$ cat src/rtl/multicycle_control.sv
`default_nettype none
// ============================================================================
//  Module      : multicycle_control
//  Description : Main control unit for a multicycle MIPS-like datapath.
//                A six-state FSM (IF, ID, EXE, MEM, WB, HALT) steps each
//                instruction through only the states it needs, and a
//                combinational decoder drives the datapath selects from
//                the instruction opcode.
//  Revision    : 1.0 - initial release
// ----------------------------------------------------------------------------
//  Ports
//    CLK        in   1  rising-edge clock
//    Reset      in   1  synchronous active-high reset, returns FSM to IF
//    opcode     in   6  opcode field of IR, stable from ID until next IF
//    zero       in   1  ALU zero flag, used for branch resolution in EXE
//    State      out  3  current FSM state
//    PCWre      out  1  PC write enable (last state of each instruction)
//    IRWre      out  1  IR write enable (IF only)
//    RegWre     out  1  register file write enable (WB only)
//    mRD        out  1  data memory read (MEM of lw)
//    mWR        out  1  data memory write (MEM of sw)
//    ALUSrcA    out  1  1 = shift amount, 0 = ReadData1
//    ALUSrcB    out  1  1 = extended immediate, 0 = ReadData2
//    ALUop      out  3  ALU operation select
//    ExtSel     out  1  1 = sign-extend, 0 = zero-extend
//    RegDst     out  1  1 = rd, 0 = rt
//    DBDataSrc  out  1  1 = memory data, 0 = ALU result
//    PCSrc      out  2  00 PC+4, 01 branch target, 10 jump target
// ============================================================================
module multicycle_control (
   input  logic       CLK,
   input  logic       Reset,
   input  logic [5:0] opcode,
   input  logic       zero,
   output logic [2:0] State,
   output logic       PCWre,
   output logic       IRWre,
   output logic       RegWre,
   output logic       mRD,
   output logic       mWR,
   output logic       ALUSrcA,
   output logic       ALUSrcB,
   output logic [2:0] ALUop,
   output logic       ExtSel,
   output logic       RegDst,
   output logic       DBDataSrc,
   output logic [1:0] PCSrc
);

   // ------------------------------------------------------------------------
   // State encoding
   // ------------------------------------------------------------------------
   localparam logic [2:0] c_ST_IF   = 3'b000;
   localparam logic [2:0] c_ST_ID   = 3'b001;
   localparam logic [2:0] c_ST_EXE  = 3'b010;
   localparam logic [2:0] c_ST_MEM  = 3'b011;
   localparam logic [2:0] c_ST_WB   = 3'b100;
   localparam logic [2:0] c_ST_HALT = 3'b101;

   // ------------------------------------------------------------------------
   // Opcodes
   // ------------------------------------------------------------------------
   localparam logic [5:0] c_OP_ADD   = 6'b000000;
   localparam logic [5:0] c_OP_SUB   = 6'b000001;
   localparam logic [5:0] c_OP_ADDIU = 6'b000010;
   localparam logic [5:0] c_OP_AND   = 6'b010000;
   localparam logic [5:0] c_OP_ANDI  = 6'b010001;
   localparam logic [5:0] c_OP_ORI   = 6'b010010;
   localparam logic [5:0] c_OP_SLL   = 6'b011000;
   localparam logic [5:0] c_OP_SLTI  = 6'b100110;
   localparam logic [5:0] c_OP_SW    = 6'b110000;
   localparam logic [5:0] c_OP_LW    = 6'b110001;
   localparam logic [5:0] c_OP_BEQ   = 6'b110100;
   localparam logic [5:0] c_OP_BNE   = 6'b110101;
   localparam logic [5:0] c_OP_J     = 6'b111000;
   localparam logic [5:0] c_OP_HALT  = 6'b111111;

   // ------------------------------------------------------------------------
   // ALU operation codes
   // ------------------------------------------------------------------------
   localparam logic [2:0] c_ALU_ADD = 3'b000;
   localparam logic [2:0] c_ALU_SUB = 3'b001;
   localparam logic [2:0] c_ALU_SLL = 3'b010;
   localparam logic [2:0] c_ALU_OR  = 3'b011;
   localparam logic [2:0] c_ALU_AND = 3'b100;
   localparam logic [2:0] c_ALU_SLT = 3'b110;

   // ------------------------------------------------------------------------
   // Opcode decode
   // ------------------------------------------------------------------------
   logic w_is_add;
   logic w_is_sub;
   logic w_is_addiu;
   logic w_is_and;
   logic w_is_andi;
   logic w_is_ori;
   logic w_is_sll;
   logic w_is_slti;
   logic w_is_sw;
   logic w_is_lw;
   logic w_is_beq;
   logic w_is_bne;
   logic w_is_j;
   logic w_is_halt;
   logic w_is_alu;      // register-writing arithmetic/logic group (EXE -> WB)
   logic w_is_branch;
   logic w_is_illegal;

   assign w_is_add   = (opcode == c_OP_ADD);
   assign w_is_sub   = (opcode == c_OP_SUB);
   assign w_is_addiu = (opcode == c_OP_ADDIU);
   assign w_is_and   = (opcode == c_OP_AND);
   assign w_is_andi  = (opcode == c_OP_ANDI);
   assign w_is_ori   = (opcode == c_OP_ORI);
   assign w_is_sll   = (opcode == c_OP_SLL);
   assign w_is_slti  = (opcode == c_OP_SLTI);
   assign w_is_sw    = (opcode == c_OP_SW);
   assign w_is_lw    = (opcode == c_OP_LW);
   assign w_is_beq   = (opcode == c_OP_BEQ);
   assign w_is_bne   = (opcode == c_OP_BNE);
   assign w_is_j     = (opcode == c_OP_J);
   assign w_is_halt  = (opcode == c_OP_HALT);

   assign w_is_alu    = w_is_add  | w_is_sub  | w_is_addiu | w_is_and |
                        w_is_andi | w_is_ori  | w_is_sll   | w_is_slti;
   assign w_is_branch = w_is_beq | w_is_bne;

   // Illegal opcodes retire in ID like a no-op: PC advances, nothing written.
   assign w_is_illegal = ~(w_is_alu | w_is_branch | w_is_sw | w_is_lw |
                           w_is_j   | w_is_halt);

   // ------------------------------------------------------------------------
   // FSM: state register
   // ------------------------------------------------------------------------
   logic [2:0] r_state;
   logic [2:0] w_next_state;

   always_ff @(posedge CLK) begin
      if (Reset) begin
         r_state <= c_ST_IF;
      end else begin
         r_state <= w_next_state;
      end
   end

   assign State = r_state;

   // ------------------------------------------------------------------------
   // FSM: next-state logic
   // ------------------------------------------------------------------------
   always_comb begin
      w_next_state = c_ST_IF;
      case (r_state)
         c_ST_IF: begin
            w_next_state = c_ST_ID;
         end
         c_ST_ID: begin
            if (w_is_halt) begin
               w_next_state = c_ST_HALT;
            end else if (w_is_j || w_is_illegal) begin
               w_next_state = c_ST_IF;
            end else begin
               w_next_state = c_ST_EXE;
            end
         end
         c_ST_EXE: begin
            if (w_is_lw || w_is_sw) begin
               w_next_state = c_ST_MEM;
            end else if (w_is_alu) begin
               w_next_state = c_ST_WB;
            end else begin
               // branches finish here; anything else is unreachable and
               // recovers by fetching
               w_next_state = c_ST_IF;
            end
         end
         c_ST_MEM: begin
            w_next_state = w_is_lw ? c_ST_WB : c_ST_IF;
         end
         c_ST_WB: begin
            w_next_state = c_ST_IF;
         end
         c_ST_HALT: begin
            // only Reset leaves HALT
            w_next_state = c_ST_HALT;
         end
         default: begin
            // unused encodings fall back to a fresh fetch
            w_next_state = c_ST_IF;
         end
      endcase
   end

   // ------------------------------------------------------------------------
   // FSM: outputs
   // ------------------------------------------------------------------------
   always_comb begin
      // state-dependent enables
      PCWre  = 1'b0;
      IRWre  = 1'b0;
      RegWre = 1'b0;
      mRD    = 1'b0;
      mWR    = 1'b0;

      case (r_state)
         c_ST_IF: begin
            IRWre = 1'b1;
         end
         c_ST_ID: begin
            PCWre = w_is_j | w_is_illegal;
         end
         c_ST_EXE: begin
            PCWre = w_is_branch;
         end
         c_ST_MEM: begin
            PCWre = w_is_sw;
            mRD   = w_is_lw;
            mWR   = w_is_sw;
         end
         c_ST_WB: begin
            // only lw and the arithmetic/logic group reach WB
            PCWre  = 1'b1;
            RegWre = 1'b1;
         end
         default: begin
            // HALT and unused encodings keep every enable low
         end
      endcase

      // datapath selects depend only on the opcode
      ALUop = c_ALU_ADD;
      if (w_is_sub || w_is_branch) begin
         ALUop = c_ALU_SUB;
      end else if (w_is_sll) begin
         ALUop = c_ALU_SLL;
      end else if (w_is_ori) begin
         ALUop = c_ALU_OR;
      end else if (w_is_and || w_is_andi) begin
         ALUop = c_ALU_AND;
      end else if (w_is_slti) begin
         ALUop = c_ALU_SLT;
      end

      ALUSrcA   = w_is_sll;
      ALUSrcB   = w_is_addiu | w_is_andi | w_is_ori | w_is_slti |
                  w_is_lw    | w_is_sw;
      ExtSel    = ~(w_is_andi | w_is_ori);
      RegDst    = w_is_add | w_is_sub | w_is_and | w_is_sll;
      DBDataSrc = w_is_lw;

      // Branch resolution uses the live zero flag; PCSrc only matters in
      // the cycle PCWre is high.
      PCSrc = 2'b00;
      if (w_is_j) begin
         PCSrc = 2'b10;
      end else if ((w_is_beq && zero) || (w_is_bne && !zero)) begin
         PCSrc = 2'b01;
      end
   end

endmodule
`default_nettype wire
$ cat config.mk
export PLATFORM = sky130hd
export DESIGN_NAME = multicycle_control
export DESIGN_NICKNAME = d
export VERILOG_FILES = /design/src/rtl/multicycle_control.sv
export SDC_FILE = /design/constraint.sdc
export NUM_CORES = 1
export LEC_CHECK = 0
export ABC_AREA = 1
export CORE_UTILIZATION = 37
export CTS_CLUSTER_DIAMETER = 40
export DETAILED_ROUTE_END_ITERATION = 10
export GPL_TIMING_DRIVEN = 0
export PLACE_DENSITY = 0.86
export SLEW_MARGIN = 40
export SYNTH_ARGS = -nofsm -noshare
export SYNTH_HDL_FRONTEND = slang
export SYNTH_SLANG_ARGS = --single-unit
$ cat constraint.sdc
create_clock -name CLK -period 1.2 [get_ports CLK]
set_input_delay 0.3 -clock CLK [delete_from_list [all_inputs] [get_ports CLK]]
set_output_delay 0.3 -clock CLK [all_outputs]
set_load 0.02 [all_outputs]
==> impl_results.md, run 1 <==
- Status: stopped before the end
- Failing step: clock tree synthesis
- Log Error: [ERROR DPL-0033] detailed placement checks failed during check placement.
- Cell Area, Synth: 486.7 sq um
- Post-synth net total: between 90 and 100
- I/O Buffers: 26
- Top cell type's share of synthesized area: 0.1234
- Compound-Gate Fraction of Synth Area: 0.06427
- TritonCTS Buffers: 3
- Xor/xnor share of the synthesized area: 0
- Die height: 38.27 microns
- Top post-synthesis cells by count: nor2_1, inv_1, nand2_1
- Number of synthesized register bits: 3
- Syn Inst Count: 85
- CTS sink cnt: 3
- Detail Placement HPWL: 1.198 mm
- I/O pins: 27
- Worst slack at placement: -1.398 ns
- Dominant cell type by area after synthesis: dfxtp_1
- Mux share of post-synthesis cell area: 0.02314
- CTS Buffer Depth: 2
- # rows: 12
- # placed instances: 125
- Initial Util: 0.4156
- Clk root buf: clkbuf_4
- Yosys cell types: 20
- Hold-fix buffers, CTS: 0
- Area contributors post-synth: dfxtp_1, nor2_1, inv_1
- Post-synthesis adder-cell area fraction: 0
- Chip width: 38.27 microns
- EDFF count, synth: 0
- Yosys synthesis warning count: 0
- Main synth FF type: dfxtp_1
- Asr flop ratio synth: 0
- Routability Congestion: approximately 0.86
- Post-CTS Setup Bufs: 21
- Most common cell in the netlist: nor2_1
- Synth Area in Simple Gates: 0.6350
- Largest family of logic cells by synthesized area: simple AND/OR/NAND/NOR gates
- Syn Area/Cell: 5.726 sq um
- H-tree levels: 1
- Sequential cell area fraction in the yosys report: 0.1234
- Gates resized, CTS repair: 167
per-stage QoR:
stage,TNS (ns),instance area (sq um)
2_1_floorplan,-0.4161,528.0
3_3_place_gp,-17.31,805.8
3_5_place_dp,-17.94,805.8
cell families after synthesis:
logic type             after synthesis
muxes                                1
AOI/OAI and AO/OA                    5
and+or+nand+nor                     57
DFF                                  3
buffers and inverters               19
==> run 2, diff against run 1 <==
--- a/config.mk
+++ b/config.mk
@@ -6,11 +6,11 @@
 export NUM_CORES = 1
 export LEC_CHECK = 0
 export ABC_AREA = 1
-export CORE_UTILIZATION = 37
-export CTS_CLUSTER_DIAMETER = 40
+export CORE_AREA = 2 2 63 65
 export DETAILED_ROUTE_END_ITERATION = 10
+export DIE_AREA = 0 0 65 67
 export GPL_TIMING_DRIVEN = 0
-export PLACE_DENSITY = 0.86
+export PLACE_DENSITY_LB_ADDON = 0.15
 export SLEW_MARGIN = 40
 export SYNTH_ARGS = -nofsm -noshare
 export SYNTH_HDL_FRONTEND = slang
==> impl_results.md, run 2 <==
- Largest net degree at the start of global routing: 7
- Cell area power density: 532.0 nW/um^2
- Die height: ~67 microns
- Share of cells above drive strength 1: 0.8014
- Top cell type's share of synthesized area: 0.1234
- Via density: between 4 and 5
- Tightest Hold Check Type: input pin to flop
- Vias in the first global route: about 770
- Total GRT Usage: 0.09929
- Dominant cell type by area after synthesis: dfxtp_1
- Least-Margin Pin Slew: between 0.3 and 0.4 ns
- Leakage: 0.6699 nW
- Worst hold slack: 0.5696 ns
- Setup CP Type: flop to output port
- RSZ-0062 raised after global routing: true
- # rows: 22
- # DRC: 0
- # diodes: 0
- Max Cap Viol: 0
- Number of synthesized register bits: 3
- Initial Util: 0.1350
- EDFF count, synth: 0
- Top post-synthesis cells by count: nor2_1, inv_1, nand2_1
- Initial DRT Pass Iterations: 4
- Routability Congestion: a little over 0.7
- Starting DRT DRC Count: 19
- I/O Buffers: 26
- Vias: 758
- Routed length per placed instance: approximately 12 microns
- Yosys cell types: 20
- Main synth FF type: dfxtp_1
- Critical path data arrival time: 1.26 ns
- Syn Inst Count: 85
- Final Hold Viols: 0
- Total core area: ~3600 sq um
- CTS tree: yes
- Die ar.: between 4000 and 5000 sq um
- I/O pins: 27
- Detail Placement HPWL: 1.357 mm
- Gr ovfl total: 0
- Slew margin rel.: 0.7967
- Final Cycle Share: 1.302
- Worst Setup End Kind: output port
- Chip width: 65 microns
- Final wirelength: between 2 and 2.5 mm
- Synth-to-layout area growth: 191.5%
- Asr flop ratio synth: 0
- TritonCTS Buffers: 3
- Area contributors post-synth: dfxtp_1, nor2_1, inv_1
- Power Total: about 750 uW
- Clk_lat worst skew: 0.22 ns
- Max-slew violation count: 0
- Min Clock Period, post-route: ~1.6 ns
- Worst vdd ir: 0.0002202 V
- Cell Area, Synth: slightly below 500 sq um
- Sequential cell area fraction in the yosys report: 0.1234
- Final ANT Viol Nets: 0
- Clock-pin slew on the worst setup and hold paths: about 0.030 ns
- Crit Path Max Fanout: 4
- Most common cell in the netlist: nor2_1
- Max FFs per register: 3
- First-pass GRT wire length: 3.339 mm
- Final worst slack: -0.3621 ns
- Most common cell after layout, fill and taps aside: buf_6
- Status: complete, but fails checks
- Initial antenna violation count: 0
- Startpoint types: flop
- Setup violations, final: 17
- Nets: about 150
- Most frequent cells in the layout: buf_6, buf_4, inv_2
- Fmax: approximately 0.64 GHz
- Syn Area/Cell: 5.726 sq um
- CTS Buffer Depth: 2
- Yosys synthesis warning count: 0
- CTS sink cnt: 3
- Worst Clk Skew: 0.003415 ns
- H-tree levels: 1
- Failing checks: negative setup slack
- Clk root buf: clkbuf_8
- Crit path required time: around 0.90 ns
- Hold-fix buffers, CTS: 0
- Post-synth net total: 94
## run 2: path summary, 6_finish.rpt
kind	start	to	slack [ns]	cells past startpoint
setup / recovery	State[2]$_SDFF_PP0_	PCWre	-0.36	8
hold / removal	opcode[0]	State[2]$_SDFF_PP0_	0.57	5
setup reg to reg	State[0]$_SDFF_PP0_	State[1]$_SDFF_PP0_	0.05	8
hold reg to reg	State[0]$_SDFF_PP0_	State[2]$_SDFF_PP0_	0.60	3
## run 2: metrics by stage
step                setup TNS [ns]  utilization  cells  instance area (sq um)  setup slack (ns)
floorplan                  -0.4161            -     85                  528.0           -0.2423
global placement            -18.59       0.2353    159                  848.3            -1.445
detailed placement          -18.51       0.2353    159                  848.3            -1.436
CTS                         -3.119       0.3432    180                   1237           -0.3698
global route                -4.519       0.3935    189                   1419           -0.4223
finish                      -3.598       0.3935    189                   1419           -0.3621
## run 2: report_power, final
| group | switching, mW | internal, mW | total (mW) |
|---|---|---|---|
| sequential | 0.00834 | 0.101 | 0.110 |
| combinational | 0.171 | 0.176 | 0.347 |
| clock | 0.0710 | 0.227 | 0.298 |
## run 2: routing by layer
metal  vias to the layer above  track usage  wire length [microns]
met5                         -            0                      0
met4                         0      0.04255                     10
met3                         2      0.01520                     73
met2                        18       0.1894                   1239
met1                       355       0.1076                    858
li1                        383            -                      -
## run 2: cell families after synthesis
| kind of cell | after synthesis | synth area share |
|---|---|---|
| and+or+nand+nor | 57 | 0.6349 |
| buffers and inverters | 19 | 0.1543 |
| AOI/OAI and AO/OA | 5 | 0.06427 |
| DFF | 3 | 0.1234 |
| muxes | 1 | 0.02313 |
## run 2: worst max-delay path: stages, from the launching register on
cell,delay (ns)
dfxtp_4,0.36
inv_4,0.04
nand2_4,0.06
nor2_4,0.03
inv_2,0.06
nor3_4,0.04
nor3_2,0.21
o21ai_2,0.09
buf_6,0.14
## run 2: what timing repair did
item,in CTS,in global routing
buffers inserted,18,11
gates resized for setup,176,33
hold endpoints to repair,0,0
pin swaps,24,18
endpoints found under the setup margin,21,19
## run 2: layout make-up
type,count,area (sq um)
tap,48,60.06
multi-input combinational,63,589.3
clock buffer,4,45.04
timing repair buffer,53,575.6
inverter,18,77.57
fill,349,2187
sequential,3,71.32
Note: power is estimated with default switching activity, not from simulation.
==> run 3, diff against run 2 <==
--- a/config.mk
+++ b/config.mk
@@ -6,7 +6,10 @@
 export NUM_CORES = 1
 export LEC_CHECK = 0
 export ABC_AREA = 1
+export CAP_MARGIN = 10
 export CORE_AREA = 2 2 63 65
+export CTS_BUF_LIST = sky130_fd_sc_hd__clkbuf_4 sky130_fd_sc_hd__clkbuf_8
+export CTS_CLUSTER_SIZE = 28
 export DETAILED_ROUTE_END_ITERATION = 10
 export DIE_AREA = 0 0 65 67
 export GPL_TIMING_DRIVEN = 0
==> impl_results.md, run 3 (synthesis gave the netlist of run 2 again) <==
- Largest stage delay on the critical path: 0.36 ns
- Critical path's top delay family: flip-flops
- Placement Cell Area: 848.3 sq um
- RSZ-0062 raised after global routing: true
- Critical Path End: PCWre
- Setup violations, final: 17
- CTS sink cnt: 3
- Final worst slack: -0.3621 ns
- Starting DRT DRC Count: 19
- Total GRT Usage: 0.09929
- Leakage: 0.6733 nW
- # rows: 22
- First-pass GRT wire length: 3.339 mm
- Busiest grt layer: met2
- I/O Buffers: 26
- Cell Chain, Critical Path: inv_4, nand2_4, nor2_4, inv_2, nor3_4, nor3_2, o21ai_2, buf_6
- Startpoint types: flop
- Final Hold Viols: 0
- Cell area power density: 546.6 nW/um^2
- Worst hold slack: 0.5696 ns
- Worst Setup End Kind: output port
- Worst path depth: 8
- Crit Path Max Fanout: 4
- # diodes: 0
- Min Clock Period, post-route: 1.562 ns
- Clk root buf: clkbuf_8
- Most frequent cells in the layout: buf_6, buf_4, inv_2
- Worst Clk Skew: approximately 0.0032 ns
- Worst setup startpoint: State[2]$_SDFF_PP0_
- Met2 Use GR: 0.1894
- I/O pins: 27
- Tightest Hold Check Type: input pin to flop
- Least-Margin Pin Slew: 0.3038 ns
- TritonCTS Buffers: 3
- Gr ovfl total: 0
- Reg2reg setup slack: 0.05 ns
- CTS tree: yes
- Critical R2R Launch: State[0]$_SDFF_PP0_
- Routing usage on met1: 0.1076
- Share of cells above drive strength 1: 0.8085
- Worst path slowest cell: dfxtp_4
- Power Total: 777.6 uW
- Largest net degree at the start of global routing: 7
- R2R depth: 8
- CP bufs+invs: 3
- Most common cell after layout, fill and taps aside: buf_6
- Design area: 1423 sq um
- Final wirelength: 2.181 mm
- # placed instances: around 160
- Cell Count, Final, Fillers Out: 189
- Final Cycle Share: 1.302
- Max FFs per register: 3
- Worst vdd ir: 0.0002207 V
- Nets: 151
- CTS Buffer Depth: 2
- Initial Util: 0.1350
- Die height: 67 microns
- Slew margin rel.: 0.7967
- FF-to-FF End: State[1]$_SDFF_PP0_
- Clock-pin slew on the worst setup and hold paths: 0.03 ns
- Routability Congestion: 0.7169
- Final ANT Viol Nets: 0
- Status: complete, but fails checks
- Vias in the first global route: 767
- Via density: between 4 and 5
- Max Cap Viol: 0
- Crit path required time: 0.90 ns
- Total core area: 3606 sq um
- H-tree levels: 1
- Critical path data arrival time: 1.26 ns
- Max-slew violation count: 0
- # DRC: 0
- Chip width: 65 microns
- Vias: 758
- Clk_lat worst skew: 0.22 ns
- Detail Placement HPWL: 1.357 mm
- Die ar.: about 4400 sq um
- Failing checks: negative setup slack
- Initial DRT Pass Iterations: 4
- Initial antenna violation count: 0
- Setup CP Type: flop to output port
- Fmax: 0.6402 GHz
- Synth-to-layout area growth: 192.3%
- GR Util met3: 0.01520
- Routed length per placed instance: approximately 12 microns
## run 3: cell types whose count changed in the layout (fill, tap and decap cells not counted)
cell      delta
clkbuf_1     -1
clkbuf_4     +1
## run 3: worst min-delay path: stages
cell and delay [ns]:
buf_12 0.12, nand2_4 0.08, nor2_4 0.05, nor2_1 0.13
a21oi_2 0.07
## run 3: metal layers
metal | vias to the layer above | part of all wire
met5 | - | 0
met3 | 2 | 0.033
met2 | 18 | 0.57
met4 | 0 | 0.0046
li1 | 383 | -
met1 | 355 | 0.39
## run 3: worst min path at each step
| stage | from | end | depth (start not counted) |
|---|---|---|---|
| 3_3_place_gp | State[0]$_SDFF_PP0_ | State[2]$_SDFF_PP0_ | 3 |
| 2_1_floorplan | Reset | State[1]$_SDFF_PP0_ | 1 |
| 4_1_cts | opcode[0] | State[2]$_SDFF_PP0_ | 5 |
| 6_report | opcode[0] | State[2]$_SDFF_PP0_ | 5 |
| 5_1_grt | opcode[0] | State[2]$_SDFF_PP0_ | 5 |
| 3_5_place_dp | State[0]$_SDFF_PP0_ | State[2]$_SDFF_PP0_ | 3 |
## run 3: repair_timing
action	in CTS	in global routing
buffers inserted	18	11
cloned	0	0
setup endpoints to repair	21	19
resized for setup	176	33
pin swaps	24	18
hold buffers	0	0
## run 3: final cells by class
type	count	area, sq um
tap	48	60.06
sequential	3	71.32
inverter	18	77.57
clock buffer	4	48.80
fill	347	2183
timing repair buffer	53	575.6
multi-input combinational	63	589.3
## run 3: stage by stage
stage / setup WS (ns) / utilization / setup TNS [ns]
after floorplan: -0.2423 / - / -0.4161
after global placement: -1.445 / 0.2353 / -18.59
after detailed placement: -1.436 / 0.2353 / -18.51
after CTS: -0.3698 / 0.3442 / -3.119
after global routing: -0.4223 / 0.3945 / -4.519
final: -0.3621 / 0.3945 / -3.598
## run 3: where the power goes
part           switching [mW]  internal [mW]
Clock                  0.0713          0.250
Combinational           0.171          0.176
Sequential            0.00834          0.101
==> run 4, diff against run 3 <==
--- a/config.mk
+++ b/config.mk
@@ -6,6 +6,7 @@
 export NUM_CORES = 1
 export LEC_CHECK = 0
 export ABC_AREA = 1
+export ABC_CLOCK_PERIOD_IN_PS = 1200
 export CAP_MARGIN = 10
 export CORE_AREA = 2 2 63 65
 export CTS_BUF_LIST = sky130_fd_sc_hd__clkbuf_4 sky130_fd_sc_hd__clkbuf_8
@@ -13,6 +14,7 @@
 export DETAILED_ROUTE_END_ITERATION = 10
 export DIE_AREA = 0 0 65 67
 export GPL_TIMING_DRIVEN = 0
+export HOLD_SLACK_MARGIN = 0.08
 export PLACE_DENSITY_LB_ADDON = 0.15
 export SLEW_MARGIN = 40
 export SYNTH_ARGS = -nofsm -noshare
==> results of run 4 <==
Same layout as run 3: the final DEF is identical, and so are final timing and power.
